`src/rtl/sram_pkg.sv`:
```
// Shared definitions for the asynchronous SRAM bus responder.
// Contents: FSM state encoding and the width of the phase down-counter.
package sram_pkg;

    // Phase counter width; covers phase lengths of 1..15 clocks.
    localparam int unsigned CNT_W = 4;

    typedef enum logic [2:0] {
        ST_IDLE,
        ST_SETUP,
        ST_STROBE,
        ST_HOLD,
        ST_DONE
    } state_e;

endpackage

```
`src/rtl/sram_responder.sv`:
```
// Bus responder that turns each memory-bus request into one timed cycle on
// an external asynchronous 8-bit SRAM (programmable setup/strobe/hold), then
// holds a level acknowledge until the initiator drops cs.
//
// Ports:
//   i_clk, i_reset        clock; asynchronous active-high reset
//   i_addr, i_dat, i_we   bus request payload (sampled only in IDLE)
//   i_cs                  bus request, held high until o_ack is seen
//   o_dat                 last SRAM read value (registered)
//   o_ack                 level acknowledge, high in DONE while i_cs = 1
//   o_sram_addr           SRAM address (registered)
//   o_sram_dq_out         SRAM write data
//   o_sram_dq_oe          DQ pad drive enable (tristate lives in the wrapper)
//   i_sram_dq_in          SRAM read data
//   o_sram_ce_n/oe_n/we_n SRAM chip/output/write enables, active low
module sram_responder
    import sram_pkg::*;
#(
    parameter int unsigned ADDR_WIDTH    = 16,
    parameter int unsigned SETUP_CYCLES  = 1,
    parameter int unsigned STROBE_CYCLES = 2,
    parameter int unsigned HOLD_CYCLES   = 1
) (
    input  logic                  i_clk,
    input  logic                  i_reset,
    input  logic [ADDR_WIDTH-1:0] i_addr,
    input  logic [7:0]            i_dat,
    output logic [7:0]            o_dat,
    input  logic                  i_we,
    input  logic                  i_cs,
    output logic                  o_ack,
    output logic [ADDR_WIDTH-1:0] o_sram_addr,
    output logic [7:0]            o_sram_dq_out,
    output logic                  o_sram_dq_oe,
    input  logic [7:0]            i_sram_dq_in,
    output logic                  o_sram_ce_n,
    output logic                  o_sram_oe_n,
    output logic                  o_sram_we_n
);

    // Counter reload values: a phase of N clocks counts N-1 down to 0.
    localparam logic [CNT_W-1:0] SETUP_LOAD  =
        (SETUP_CYCLES == 0) ? '0 : CNT_W'(SETUP_CYCLES - 1);
    localparam logic [CNT_W-1:0] STROBE_LOAD = CNT_W'(STROBE_CYCLES - 1);
    localparam logic [CNT_W-1:0] HOLD_LOAD   =
        (HOLD_CYCLES == 0) ? '0 : CNT_W'(HOLD_CYCLES - 1);

    state_e                  state_q;
    logic [CNT_W-1:0]        cnt_q;
    logic                    we_q;
    logic [ADDR_WIDTH-1:0]   addr_q;
    logic [7:0]              dq_out_q;
    logic                    dq_oe_q;
    logic                    ce_n_q;
    logic                    oe_n_q;
    logic                    we_n_q;
    logic                    ack_q;
    logic [7:0]              dat_q;

    // Phase sequencer; every SRAM/bus output is a register written here.
    always_ff @(posedge i_clk or posedge i_reset) begin
        if (i_reset) begin
            state_q  <= ST_IDLE;
            cnt_q    <= '0;
            we_q     <= 1'b0;
            addr_q   <= '0;
            dq_out_q <= '0;
            dq_oe_q  <= 1'b0;
            ce_n_q   <= 1'b1;
            oe_n_q   <= 1'b1;
            we_n_q   <= 1'b1;
            ack_q    <= 1'b0;
            dat_q    <= '0;
        end else begin
            case (state_q)
                ST_IDLE: begin
                    if (i_cs) begin
                        addr_q   <= i_addr;
                        we_q     <= i_we;
                        dq_out_q <= i_dat;
                        ce_n_q   <= 1'b0;
                        dq_oe_q  <= i_we;
                        if (SETUP_CYCLES != 0) begin
                            state_q <= ST_SETUP;
                            cnt_q   <= SETUP_LOAD;
                        end else begin
                            // No setup: strobe asserts together with CE.
                            state_q <= ST_STROBE;
                            cnt_q   <= STROBE_LOAD;
                            oe_n_q  <= i_we;
                            we_n_q  <= ~i_we;
                        end
                    end
                end

                ST_SETUP: begin
                    if (cnt_q == '0) begin
                        state_q <= ST_STROBE;
                        cnt_q   <= STROBE_LOAD;
                        oe_n_q  <= we_q;
                        we_n_q  <= ~we_q;
                    end else begin
                        cnt_q <= cnt_q - CNT_W'(1);
                    end
                end

                ST_STROBE: begin
                    if (cnt_q == '0) begin
                        oe_n_q <= 1'b1;
                        we_n_q <= 1'b1;
                        if (!we_q) begin
                            dat_q <= i_sram_dq_in;
                        end
                        if (HOLD_CYCLES != 0) begin
                            state_q <= ST_HOLD;
                            cnt_q   <= HOLD_LOAD;
                        end else begin
                            // Cycle complete; ack only if still requested.
                            ce_n_q  <= 1'b1;
                            dq_oe_q <= 1'b0;
                            if (i_cs) begin
                                state_q <= ST_DONE;
                                ack_q   <= 1'b1;
                            end else begin
                                state_q <= ST_IDLE;
                            end
                        end
                    end else begin
                        cnt_q <= cnt_q - CNT_W'(1);
                    end
                end

                ST_HOLD: begin
                    if (cnt_q == '0) begin
                        ce_n_q  <= 1'b1;
                        dq_oe_q <= 1'b0;
                        if (i_cs) begin
                            state_q <= ST_DONE;
                            ack_q   <= 1'b1;
                        end else begin
                            state_q <= ST_IDLE;
                        end
                    end else begin
                        cnt_q <= cnt_q - CNT_W'(1);
                    end
                end

                ST_DONE: begin
                    if (!i_cs) begin
                        ack_q   <= 1'b0;
                        state_q <= ST_IDLE;
                    end
                end

                default: begin
                    state_q <= ST_IDLE;
                    ce_n_q  <= 1'b1;
                    oe_n_q  <= 1'b1;
                    we_n_q  <= 1'b1;
                    dq_oe_q <= 1'b0;
                    ack_q   <= 1'b0;
                end
            endcase
        end
    end

    assign o_dat         = dat_q;
    assign o_ack         = ack_q;
    assign o_sram_addr   = addr_q;
    assign o_sram_dq_out = dq_out_q;
    assign o_sram_dq_oe  = dq_oe_q;
    assign o_sram_ce_n   = ce_n_q;
    assign o_sram_oe_n   = oe_n_q;
    assign o_sram_we_n   = we_n_q;

endmodule

```
`config.mk`:
```
export PLATFORM = sky130hd
export DESIGN_NAME = sram_responder
export DESIGN_NICKNAME = d
export VERILOG_FILES = /design/src/rtl/sram_pkg.sv /design/src/rtl/sram_responder.sv
export SDC_FILE = /design/constraint.sdc
export NUM_CORES = 1
export LEC_CHECK = 0
export CAP_MARGIN = 40
export CELL_PAD_IN_SITES_DETAIL_PLACEMENT = 0
export CELL_PAD_IN_SITES_GLOBAL_PLACEMENT = 2
export CORE_MARGIN = 2
export CORE_UTILIZATION = 25
export DETAILED_ROUTE_END_ITERATION = 10
export HOLD_SLACK_MARGIN = 0.15
export PLACE_DENSITY = 0.81
export SYNTH_ARGS = -nofsm -noshare
export SYNTH_HDL_FRONTEND = slang
export SYNTH_SLANG_ARGS = --single-unit
export TNS_END_PERCENT = 1
```
`constraint.sdc`:
```
create_clock -name i_clk -period 1.9 [get_ports i_clk]
set_input_delay 0.57 -clock i_clk [delete_from_list [all_inputs] [get_ports i_clk]]
set_output_delay 0.57 -clock i_clk [all_outputs]
set_load 0.05 [all_outputs]
```
==> impl_metrics.yaml <==
floorplanning:
  core-area_sq_um: 7647
  initial_core_util_pct: 25.64
  die_h_um: 92.56
  num_rows: 32
  die-width_um: 92.56
  pin_count: 73
  die_area_sq_um: 8567
critical_path:
  crit_required_ps: 2080
  cp-start-kind: "register"
  reg2reg_depth: 6
  path_depth: 6
  r2r_setup_slack_ps: 130
  critPathMaxFanout: 8
  crit-reg2reg-launch: "cnt_q[0]"
  endpoint_kind: "register"
  path_cells: "inv_2 -> ha_4 -> nand4bb_1 -> or4_1 -> buf_4 -> mux2_2"
  critPathBufInv: 2
  arrival_ps: 1950
  crit_path_max_incr_delay_ps: 420
  worst_path_max_delay_cell: "dfrtp_1"
  crit_path_end: "o_dat[1]"
  crit_path_start: "cnt_q[0]"
  crit_family: "simple AND/OR/NAND/NOR gates"
  r2r-end: "o_dat[1]"
  crit_type: "reg2reg"
sta:
  timing_worst_slew_pin_value_ps: 351.7
  max_freq_mhz: 565.1
  setup_violations: 0
  slew_headroom_pct: 76.47
  min_period_ps: 1770
  fin_skew_ps: 4.873
  hold_viol_final: 0
  setup_ws_ps: 130.5
  rsz0062_at_grt: "false"
  finalMaxSlewViolations: 0
  post-route-period-util_pct: 93.13
synth:
  synth_edf_count: 0
  ys_types: 35
  ys_seq_elements: 45
  synth_cells: 150
  seq_area_frac_synth_pct: 57.63
  async_reset_ff_share_pct: 100.0
  avgSynthCellArea_sq_um: 13.07
  synth_nets: 188
  synth_ff_type: "dfrtp_1"
  syn-cell-area_sq_um: 1961
  yosysWarnings: 0
place:
  port_buffers: 72
  dp_cells: 328
  post-dp-hpwl_mm: 3.114
  gp_congestion: 0.8306
  place_ws_ps: -90.14
route:
  num_vias: 1478
  dr.pass1.iters: 4
  wl_per_cell_um: 12.70
  ant_nets: 0
  drc: 0
  wl_mm: 4.280
  viasPerCell: 4.386
  first_iter_violations: 42
clocking:
  path_clk_slew_ps: 90
  clockRootBuffer: "clkbuf_8"
  ctsLongestPathBuffers: 2
  clk_latency_ps: 290
  cts-htree-levels: 2
  cts_made_buffers: 5
  cts_tree: "done"
  cts_sinks: 45
cells_and_area:
  mostFrequentLayoutCells: "45 x buf_4, 42 x dfrtp_1, 35 x clkdlybuf4s50_1"
  final_common_cell: "buf_4"
  area_growth_syn_to_layout_pct: 50.48
  stdcell_count: 337
  layout-drive-gt1-share_pct: 42.98
  diodes: 0
  nets: 272
global_routing:
  grt_max_degree: 26
  antenna_found_initial: 0
  grt-ovfl-total: 0
  grtUsageTotal_pct: 10.11
  grt_pass1_vias: 1419
  grt_pass1_wl_mm: 6.913
power:
  p_leak_nw: 1.240
  power_density_nw_per_um2: 1996
  vdd_drop_max_uv: 549.3
worst_hold_path:
  hold_class: "reg2reg"
run:
  max-cap-violations: 0
run_status:
  outcome: "finished clean"
-- cell type report --
| class | count | area, sq um |
|---|---|---|
| clock inverter | 1 | 7.507 |
| multi-input combinational | 92 | 775.7 |
| tap | 102 | 127.6 |
| fill | 759 | 4697 |
| inverter | 4 | 15.01 |
| timing repair buffer | 86 | 808.3 |
| clock buffer | 7 | 86.33 |
| sequential | 45 | 1130 |
-- report_power, final --
| part | switching [mW] | total, mW | internal [mW] |
|---|---|---|---|
| Clock | 0.320 | 0.615 | 0.296 |
| Combinational | 2.14 | 3.50 | 1.37 |
| Sequential | 0.311 | 1.77 | 1.46 |
-- state kept, by name, summed over array words and instances (netlist names) --
| signal | count |
|---|---|
| state_q | 3 |
| o_ack | 1 |
| o_sram_we_n | 1 |
| o_sram_dq_out | 8 |
| o_sram_addr | 16 |
| we_q | 1 |
| o_dat | 8 |
| o_sram_oe_n | 1 |
| cnt_q | 4 |
| o_sram_ce_n | 1 |
| o_sram_dq_oe | 1 |
-- per-stage QoR --
step | hold slack, ps | util [%] | instance area [sq um] | total power [mW] | TNS [ps]
final | 491.2 | 38.58 | 2950 | 5.888 | 0
after detailed placement | 477.4 | 37.09 | 2836 | 5.283 | -1987
after CTS | 496.6 | 38.32 | 2930 | 5.917 | 0
after floorplan | 473.4 | - | 1961 | 4.131 | 0
after global routing | 524.2 | 38.58 | 2950 | 6.220 | 0
after global placement | 477.1 | 37.09 | 2836 | 5.257 | -1473
-- how the worst min path moves through the flow --
stage	start	end	slack, ps	cells past startpoint
floorplan	cnt_q[0]	cnt_q[0]	470	1
global placement	o_sram_dq_out[2]	o_sram_dq_out[2]	480	1
detailed placement	o_sram_dq_out[2]	o_sram_dq_out[2]	480	1
CTS	o_sram_dq_out[2]	o_sram_dq_out[2]	500	1
global route	o_dat[3]	o_dat[3]	520	1
finish	o_sram_dq_out[2]	o_sram_dq_out[2]	490	1
-- Yosys cell counts (2+ instances only) --
| cell | number | area, sq um |
|---|---|---|
| a211oi_1 | 5 | 37.54 |
| a21oi_1 | 3 | 15.01 |
| a31oi_1 | 4 | 25.02 |
| buf_1 | 2 | 7.510 |
| buf_2 | 3 | 15.01 |
| buf_6 | 2 | 22.52 |
| clkbuf_1 | 2 | 7.510 |
| dfrtp_1 | 42 | 1051 |
| dfstp_2 | 3 | 78.83 |
| ha_1 | 2 | 25.02 |
| inv_1 | 4 | 15.01 |
| mux2_2 | 32 | 360.4 |
| nand2_1 | 7 | 26.28 |
| nand2b_1 | 2 | 12.51 |
| nand3_1 | 3 | 15.01 |
| nand3b_1 | 3 | 22.52 |
| nand4bb_1 | 2 | 22.52 |
| nor2_1 | 9 | 33.78 |
| nor3_1 | 2 | 10.01 |
| or3b_2 | 2 | 17.52 |
| or4_1 | 2 | 15.01 |
-- metal layers --
| metal | GRT usage (%) | share of wire, % |
|---|---|---|
| met1 | 13.84 | 44 |
| met3 | 3.092 | 6.4 |
| met2 | 15.57 | 48 |
| met4 | 2.612 | 0.84 |
| met5 | 0 | 0 |
-- repair_timing --
item | 4_1_cts | 5_1_grt
resized for setup | 0 | 4
endpoints found under the setup margin | 0 | 8
hold buffers | 0 | 0
setup buffers | 0 | 1
-- cell families (layout without fill, tap and decap cells) --
kind of cell             count (synthesis)  in the layout  share of synthesized area, %
flip-flops                              45             45                         57.63
AND/OR/NAND/NOR                         37             37                         11.36
multiplexers                            34             34                         19.46
AO/OA/AOI/OAI                           18             18                         6.382
buffers and inverters                   13             98                         3.446
adder cells (fa/ha/maj)                  2              2                         1.276
XOR/XNOR                                 1              1                        0.4468
-- worst register-to-register path, stage by stage, from the launching register on --
cell and delay [ps]:
dfrtp_1 420, inv_2 100, ha_4 150, nand4bb_1 120
or4_1 410, buf_4 190, mux2_2 270
Note: power is estimated with default switching activity, not from simulation.
